`src/rtl/seq_detector_param.sv`:
```
// ============================================================================
//  Module   : seq_detector_param
//  Purpose  : Runtime-loadable serial pattern detector (1..MAX_LEN bits) with
//             input qualifier, overlap select and registered match pulse.
//             Optional saturating match counter under SEQ_DET_COUNT_EN.
//  Revision : 1.0  initial release
// ============================================================================
`default_nettype none

module seq_detector_param #(
    parameter int                 MAX_LEN     = 8,
    parameter int                 LEN_W       = 4,
    parameter int                 DEF_LEN     = 3,
    parameter logic [MAX_LEN-1:0] DEF_PATTERN = MAX_LEN'(8'b0000_0101),
    parameter logic               DEF_OVERLAP = 1'b1,
    parameter int                 CNT_W       = 16
) (
    input  logic               clk,
    input  logic               rst,
    input  logic               in_valid,
    input  logic               inp,
    input  logic               cfg_load,
    input  logic [MAX_LEN-1:0] cfg_pattern,
    input  logic [LEN_W-1:0]   cfg_len,
    input  logic               cfg_overlap,
    output logic               outp,
    output logic               cfg_err
`ifdef SEQ_DET_COUNT_EN
    ,
    output logic [CNT_W-1:0]   match_count
`endif
);

    localparam logic [LEN_W-1:0] c_max_len = LEN_W'(MAX_LEN);

    typedef enum logic [0:0] {
        ST_FILL  = 1'b0,
        ST_ARMED = 1'b1
    } state_t;

    if (MAX_LEN < 2 || MAX_LEN > 32 || CNT_W < 1 ||
        LEN_W < $clog2(MAX_LEN + 1) || DEF_LEN < 1 || DEF_LEN > MAX_LEN) begin : g_param_check
        $error("seq_detector_param: illegal parameter combination");
    end

    logic [MAX_LEN-1:0] r_pattern;
    logic [LEN_W-1:0]   r_len;
    logic               r_overlap;
    logic [MAX_LEN-1:0] r_hist;
    logic [LEN_W-1:0]   r_fill;
    state_t             r_state;

    logic [MAX_LEN-1:0] w_mask;
    logic [MAX_LEN-1:0] w_hist_next;
    logic [LEN_W:0]     w_fill_p1;
    logic [LEN_W-1:0]   w_fill_inc;
    logic               w_reach_len;
    logic               w_match;
    logic               w_cfg_ok;

    always_comb begin
        w_mask = '0;
        for (int i = 0; i < MAX_LEN; i++) begin
            w_mask[i] = (i < int'(r_len));
        end
    end

    assign w_hist_next = {r_hist[MAX_LEN-2:0], inp};
    assign w_fill_p1   = {1'b0, r_fill} + (LEN_W + 1)'(1);
    assign w_fill_inc  = (r_fill == c_max_len) ? r_fill : r_fill + LEN_W'(1);
    assign w_reach_len = (w_fill_p1 >= {1'b0, r_len});
    // ARMED covers steady-state compares; w_reach_len covers the bit that completes FILL
    assign w_match     = ((r_state == ST_ARMED) || w_reach_len) &&
                         (((w_hist_next ^ r_pattern) & w_mask) == '0);
    assign w_cfg_ok    = (cfg_len != '0) && (cfg_len <= c_max_len);

`ifdef SEQ_DET_COUNT_EN
    logic [CNT_W-1:0] r_count;
    assign match_count = r_count;
`endif

    always_ff @(posedge clk) begin
        if (rst) begin
            r_pattern <= DEF_PATTERN;
            r_len     <= LEN_W'(DEF_LEN);
            r_overlap <= DEF_OVERLAP;
            r_hist    <= '0;
            r_fill    <= '0;
            r_state   <= ST_FILL;
            outp      <= 1'b0;
            cfg_err   <= 1'b0;
`ifdef SEQ_DET_COUNT_EN
            r_count   <= '0;
`endif
        end else begin
            outp    <= 1'b0;
            cfg_err <= 1'b0;
            if (cfg_load && w_cfg_ok) begin
                // Accepted load discards the same-cycle sample and any pending pulse
                r_pattern <= cfg_pattern;
                r_len     <= cfg_len;
                r_overlap <= cfg_overlap;
                r_hist    <= '0;
                r_fill    <= '0;
                r_state   <= ST_FILL;
`ifdef SEQ_DET_COUNT_EN
                r_count   <= '0;
`endif
            end else begin
                if (cfg_load) begin
                    cfg_err <= 1'b1;
                end
                if (in_valid) begin
                    r_hist <= w_hist_next;
                    outp   <= w_match;
                    if (w_match && !r_overlap) begin
                        r_fill  <= '0;
                        r_state <= ST_FILL;
                    end else begin
                        r_fill  <= w_fill_inc;
                        r_state <= w_reach_len ? ST_ARMED : ST_FILL;
                    end
`ifdef SEQ_DET_COUNT_EN
                    if (w_match && (r_count != '1)) begin
                        r_count <= r_count + CNT_W'(1);
                    end
`endif
                end
            end
        end
    end

endmodule

`default_nettype wire

```
`config.mk`:
```
export PLATFORM = sky130hd
export DESIGN_NAME = seq_detector_param
export DESIGN_NICKNAME = d
export VERILOG_FILES = /design/src/rtl/seq_detector_param.sv
export SDC_FILE = /design/constraint.sdc
export NUM_CORES = 1
export LEC_CHECK = 0
export CAP_MARGIN = 5
export CORE_MARGIN = 4
export CORE_UTILIZATION = 48
export CTS_BUF_LIST = sky130_fd_sc_hd__clkbuf_16
export DETAILED_ROUTE_END_ITERATION = 8
export GPL_TIMING_DRIVEN = 0
export PLACE_DENSITY_LB_ADDON = 0.05
export SLEW_MARGIN = 25
export SYNTH_ARGS = -nofsm -noshare
export SYNTH_HDL_FRONTEND = slang
export SYNTH_SLANG_ARGS = --single-unit
```
`constraint.sdc`:
```
create_clock -name clk -period 1.86 [get_ports clk]
set_input_delay 0.558 -clock clk [delete_from_list [all_inputs] [get_ports clk]]
set_output_delay 0.558 -clock clk [all_outputs]
set_load 0.01 [all_outputs]
```
==> results_dict.tcl, run 1 <==
set metrics [dict create \
    synth-compound-area-share_pct 19.1 \
    grt_busiest_layer "met2" \
    final.fill_count 245 \
    synth_nets 171 \
    setup-violations-final 6 \
    fin_cells 204 \
    worstSetupPathType "flop to flop" \
    clkSinkCount 27 \
    num_vias 1147 \
    r2r-start "r_fill[0]$_SDFFE_PP0P_" \
    arrival_ps 2180 \
    num_antenna_cells 0 \
    dp_hpwl_um 2220 \
    path_cells "inv_4 -> ha_4 -> ha_4 -> a211oi_4 -> o211ai_1 -> a311oi_2 -> a32o_1" \
    finalCritPeriodShare_pct 106 \
    worstSetupStartpointType "flop" \
    clk_path_buf_depth 2 \
    cp_common_cell "ha_4" \
    fin_skew_ps 1.62 \
    htreeDepth 1 \
    die_w_um 62.1 \
    status "finished with violations" \
    muxShareOfSynthArea_pct 9.25 \
    ys_seq_area_share_pct 38.4 \
    dp_slack_ps -534 \
    viasPerCell 5.62 \
    first_global_vias 1161 \
    worstPathMaxFanout 5 \
    use_met3_pct 3.96 \
    place_area_um2 1620 \
    layout_setup_ws_ps -117 \
    yosys.area_share.simple_pct 14.3 \
    yosysWarnings 0 \
    cts_made_buffers 3 \
    grtUsageMet1_pct 21.1 \
    finish.utilization_pct 67.1 \
    power.density_nw_per_um2 732 \
    hold_viol_final 0 \
    rows 19 \
    worstMarginPinSlew_ps 575 \
    violations "setup timing" \
    gp_congestion 0.788 \
    die_area_um2 3860 \
    endpoint_kind "flop" \
    post_drt_wl_per_cell_um 14.8 \
    tns_ps -406 \
    ys.flop_type "dfxtp_1" \
    timing.fmax_mhz 506 \
    rsz0062_at_grt "true" \
    drt_iter0_drc 37 \
    drt_first_pass_iters 4 \
    ioPinCount 20 \
    yosys.cell_types.count 40 \
    area_growth_pct 32.7 \
    hold_start "r_hist[6]$_SDFFE_PP0P_" \
    power_mw 1.37 \
    async_reset_ff_share_pct 0 \
    ir_drop_mv 0.602 \
    startpoint "r_fill[0]$_SDFFE_PP0P_" \
    grt_use_met2_pct 28.0 \
    route.detailed.drc 0 \
    start_util_pct 50.6 \
    drt_wl_total_um 3010 \
    cts_tree "built" \
    root_buffer "clkbuf_16" \
    syn_area_per_cell_um2 9.57 \
    holdWs_ps 519 \
    ant_nets 0 \
    slew_headroom_pct 61.7 \
    grt_max_degree 15 \
    fin_area_um2 1870 \
    grt_usage_pct 17.1 \
    synth_top_family_by_area "compound AO/OA/AOI/OAI gates" \
    drive_gt1_share_pct 23.7 \
    gr-total-overflow 0 \
    synth_fa_ha_area_share_pct 5.34 \
    grt_pass1_wl_um 5330 \
    clkTransAtPathRegs_ps 60 \
    fp.coreArea_um2 2780 \
    portBuffers 17 \
    nNetsFinal 198 \
    worst_path_largest_cell_delay_ps 400 \
    syn_inst 147 \
    drv_slew 0 \
    cellLeakagePower_nw 0.739 \
    clkLatencyLatePin_ps 260 \
    maxCapViolCount 0 \
    period_needed_ps 1980 \
    synth_area_um2 1410 \
    required_ps 2060 \
    synth_edf_count 0 \
    holdBufCountCts 0 \
    critPathSlowestCell "a311oi_2" \
    placed_cells 195 \
    min-delay-path-class "flop to flop" \
    die_h_um 62.1 \
    ys_ff_latch 27 \
    synth_xor_xnor_area_share_pct 9.16 \
    antenna_found_initial 0 \
]
[critical path, delay by kind of cell (launching register included)]
family	cells	cell delay (ps)
AO/OA/AOI/OAI	4	1000
adder cells (fa/ha/maj)	2	470
buffers and inverters	1	40
flip-flops	1	390
[layer usage]
metal,vias up,wire (um)
met3,7,102
li1,579,-
met1,544,1300
met4,0,66
met2,17,1540
met5,-,0
[Yosys cell counts, types with 2 or more instances]
cell / n / area share, %
xnor2_2: 2 / 2.3
o21ai_0: 6 / 2.1
clkbuf_1: 3 / 0.80
inv_1: 8 / 2.1
nor2_1: 21 / 5.6
nand2_1: 5 / 1.3
o2111ai_1: 2 / 1.2
o211ai_1: 3 / 1.6
ha_1: 6 / 5.3
xnor2_1: 10 / 6.2
mux2i_1: 13 / 9.3
o21ai_1: 5 / 1.8
nor3_1: 2 / 0.71
dfxtp_1: 27 / 38
a32o_2: 2 / 1.6
a21oi_1: 8 / 2.8
[where the power goes]
group          internal, mW  total [mW]  switching (mW)
Clock                 0.288       0.480           0.192
Combinational         0.136       0.257           0.121
Sequential            0.600       0.628          0.0273
Total                  1.02        1.37           0.341
[state kept, by name, summed over array words and instances (netlist names)]
name / cells
r_fill: 4
outp: 1
r_overlap: 1
r_pattern: 8
r_len: 4
r_hist: 7
r_state: 1
cfg_err: 1
[timing repair]
item | CTS | global route
setup endpoints to repair | 16 | 14
buffers inserted | 4 | 1
resized for setup | 20 | 11
pin swaps | 13 | 9
[path summary, 6_finish.rpt]
path / slack [ps] / to / cells past startpoint
hold reg to reg: 520 / r_hist[6]$_SDFFE_PP0P_ / 2
setup reg to reg: -120 / r_fill[2]$_SDFFE_PP0P_ / 7
hold / removal: 520 / r_hist[6]$_SDFFE_PP0P_ / 2
setup / recovery: -120 / r_fill[2]$_SDFFE_PP0P_ / 7
[cell usage in the layout (no fill, tap or decap), types with 3 or more instances in the layout]
cell type / n
a21oi_1: 8
buf_4: 5
clkbuf_1: 3
clkbuf_16: 3
clkdlybuf4s50_1: 12
dfxtp_1: 22
dfxtp_4: 3
dlygate4sd2_1: 4
ha_4: 4
inv_1: 7
mux2i_1: 13
nand2_1: 5
nor2_1: 21
o211ai_1: 3
o21ai_0: 5
o21ai_1: 5
xnor2_1: 8
xnor2_2: 4
[layout make-up]
type | count | area, um2 | area share [%]
Inverter | 9 | 36.3 | 1.95
Multi-Input combinational cell | 106 | 922 | 49.4
Clock inverter | 1 | 3.75 | 0.201
Sequential cell | 27 | 554 | 29.7
Buffer | 5 | 30.0 | 1.61
Timing Repair Buffer | 22 | 205 | 11.0
Tap cell | 31 | 38.8 | 2.08
Clock buffer | 3 | 75.1 | 4.02
[kinds of logic after synthesis]
group | Yosys count
AO/OA/AOI/OAI | 37
XOR/XNOR | 13
adder cells (fa/ha/maj) | 6
buffers and inverters | 14
flip-flops | 27
multiplexers | 13
AND/OR/NAND/NOR | 37
Power figures use the tool's default switching activity.
==> run 2: changes to the inputs <==
Settings changed: CORE_MARGIN 4 to not set, CORE_UTILIZATION 48 to 45.
Clock period 1.86 ns to 1.8 ns, I/O delays scaled along.
==> run 2 against run 1 <==
- the run ends with DRC, setup timing left
- sequential cell count unchanged
- clock power grew 4.8%
- highest routed layer unchanged
- count of clock-buffer cells in the layout is the same
- core utilization is 1.3 points higher
- fmax grew 0.31%
- critical path depth is 1 higher
- clock skew about the same
==> results_dict.tcl, run 2 (synthesis results as in run 1) <==
set metrics [dict create \
    placed_cells 195 \
    clkTransAtPathRegs_ps 60 \
    die_h_um 57.9 \
    min-delay-path-class "flop to flop" \
    cellLeakagePower_nw 0.787 \
    worstSetupPathType "flop to flop" \
    hold_path_end "r_hist[6]$_SDFFE_PP0P_" \
    critPathSlowestCell "dfxtp_4" \
    grt_usage_pct 21.2 \
    viasPerCell 5.59 \
    route.detailed.drc 2 \
    fp.coreArea_um2 2850 \
    die_area_um2 3350 \
    violations "DRC, setup timing" \
    rr_worst_depth 8 \
    drive_gt1_share_pct 30.2 \
    power.density_nw_per_um2 749 \
    portBuffers 17 \
    gp_congestion 0.793 \
    holdBufCountCts 0 \
    place_area_um2 1620 \
    final_cell_mix "dfxtp_1, nor2_1, buf_4" \
    rrSetupSlack_ps -170 \
    arrival_ps 2170 \
    worstMarginPinSlew_ps 695 \
    final.fill_count 230 \
    post_drt_wl_per_cell_um 14.8 \
    gr-total-overflow 0 \
    num_vias 1190 \
    layout_commonest_cell "dfxtp_1" \
    endpoint_kind "flop" \
    fin_cells 213 \
    slew_headroom_pct 53.2 \
    dp_hpwl_um 2160 \
    drt_first_pass_iters 6 \
    worstSetupStartpointType "flop" \
    root_buffer "clkbuf_16" \
    start_util_pct 49.3 \
    clkSinkCount 27 \
    whs_path_depth 2 \
    largest_reg_flops 8 \
    path_cells "ha_4 -> xor2_2 -> ha_2 -> a211oi_4 -> o211ai_1 -> buf_4 -> a311oi_4 -> a32o_2" \
    htreeDepth 1 \
    ant_nets 0 \
    num_antenna_cells 0 \
    fin_area_um2 1950 \
    r2r-start "r_fill[0]$_SDFFE_PP0P_" \
    drt_iter0_drc 31 \
    layout_setup_ws_ps -171 \
    tns_ps -660 \
    nNetsFinal 207 \
    required_ps 2000 \
    top_regs "r_pattern x8, r_hist x7" \
    worstPathMaxFanout 4 \
    finalCritPeriodShare_pct 109 \
    fin_skew_ps 1.84 \
    period_needed_ps 1970 \
    die_w_um 57.9 \
    clk_path_buf_depth 2 \
    hold_viol_final 0 \
    area_growth_pct 38.6 \
    holdWs_ps 528 \
    drv_slew 0 \
    status "finished with violations" \
    setup-violations-final 5 \
    worst_path_largest_cell_delay_ps 360 \
    ir_drop_mv 0.631 \
    grt_pass1_wl_um 5280 \
    rows 19 \
    ioPinCount 20 \
    timing.fmax_mhz 507 \
    antenna_found_initial 0 \
    maxCapViolCount 0 \
    rsz0062_at_grt "true" \
    largest-register "r_pattern" \
    drt_wl_total_um 3150 \
    r2r_end "r_fill[1]$_SDFFE_PP0P_" \
    clkLatencyLatePin_ps 260 \
    hold_start "r_hist[6]$_SDFFE_PP0P_" \
    grt_max_degree 15 \
    first_global_vias 1179 \
    cts_made_buffers 3 \
    cts_tree "built" \
]
==> run 2: what timing repair did <==
item                                    4_1_cts  5_1_grt
endpoints found under the setup margin       25       18
gates cloned                                  0        0
pin swaps                                    18        6
gates resized for setup                      27       12
setup buffers                                12        2
==> run 2: how the worst max path moves through the flow <==
stage	from	end	slack [ps]
floorplan	r_fill[0]$_SDFFE_PP0P_	r_fill[1]$_SDFFE_PP0P_	-70
global placement	cfg_len[0]	r_fill[3]$_SDFFE_PP0P_	-570
detailed placement	cfg_len[0]	r_fill[1]$_SDFFE_PP0P_	-570
CTS	r_fill[0]$_SDFFE_PP0P_	r_fill[2]$_SDFFE_PP0P_	-160
global route	r_fill[0]$_SDFFE_PP0P_	r_fill[2]$_SDFFE_PP0P_	-250
finish	r_fill[0]$_SDFFE_PP0P_	r_fill[1]$_SDFFE_PP0P_	-170
==> run 2: stage by stage <==
stage	setup WS (ps)	power [mW]	utilization (%)
after floorplan	-69.6	0.800	-
final	-171	1.46	68.3
after global routing	-252	1.52	68.3
after detailed placement	-569	0.876	56.9
after global placement	-568	0.870	56.9
after CTS	-160	1.44	67.0
==> run 2: cell type report <==
class | count | area [um2] | area share, %
Inverter | 9 | 33.8 | 1.73
Sequential cell | 27 | 551 | 28.2
Buffer | 5 | 31.3 | 1.60
Clock buffer | 3 | 75.1 | 3.85
Timing Repair Buffer | 31 | 262 | 13.4
Clock inverter | 1 | 3.75 | 0.193
Tap cell | 31 | 38.8 | 1.99
Multi-Input combinational cell | 106 | 955 | 49.0
==> run 2: power breakdown <==
group / internal (mW) / total [mW] / switching (mW)
registers: 0.622 / 0.648 / 0.0263
clock network: 0.298 / 0.503 / 0.205
logic: 0.165 / 0.308 / 0.143
total: 1.08 / 1.46 / 0.374
==> run 2: critical path: cells and delay by family (launching register included) <==
kind                       cells  cell delay, ps
buffers and inverters          1             170
AOI/OAI and AO/OA              4             830
xor gates and xnor gates       1             150
DFF                            1             360
adders and majority gates      2             390
==> run 2: layer usage <==
| layer | global-route usage (%) | vias to the layer above | part of all wire, % |
|---|---|---|---|
| met3 | 4.69 | 7 | 3.6 |
| met5 | 0 | - | 0 |
| li1 | - | 594 | - |
| met2 | 36.9 | 21 | 51 |
| met1 | 25.3 | 568 | 43 |
| met4 | 8.16 | 0 | 1.9 |
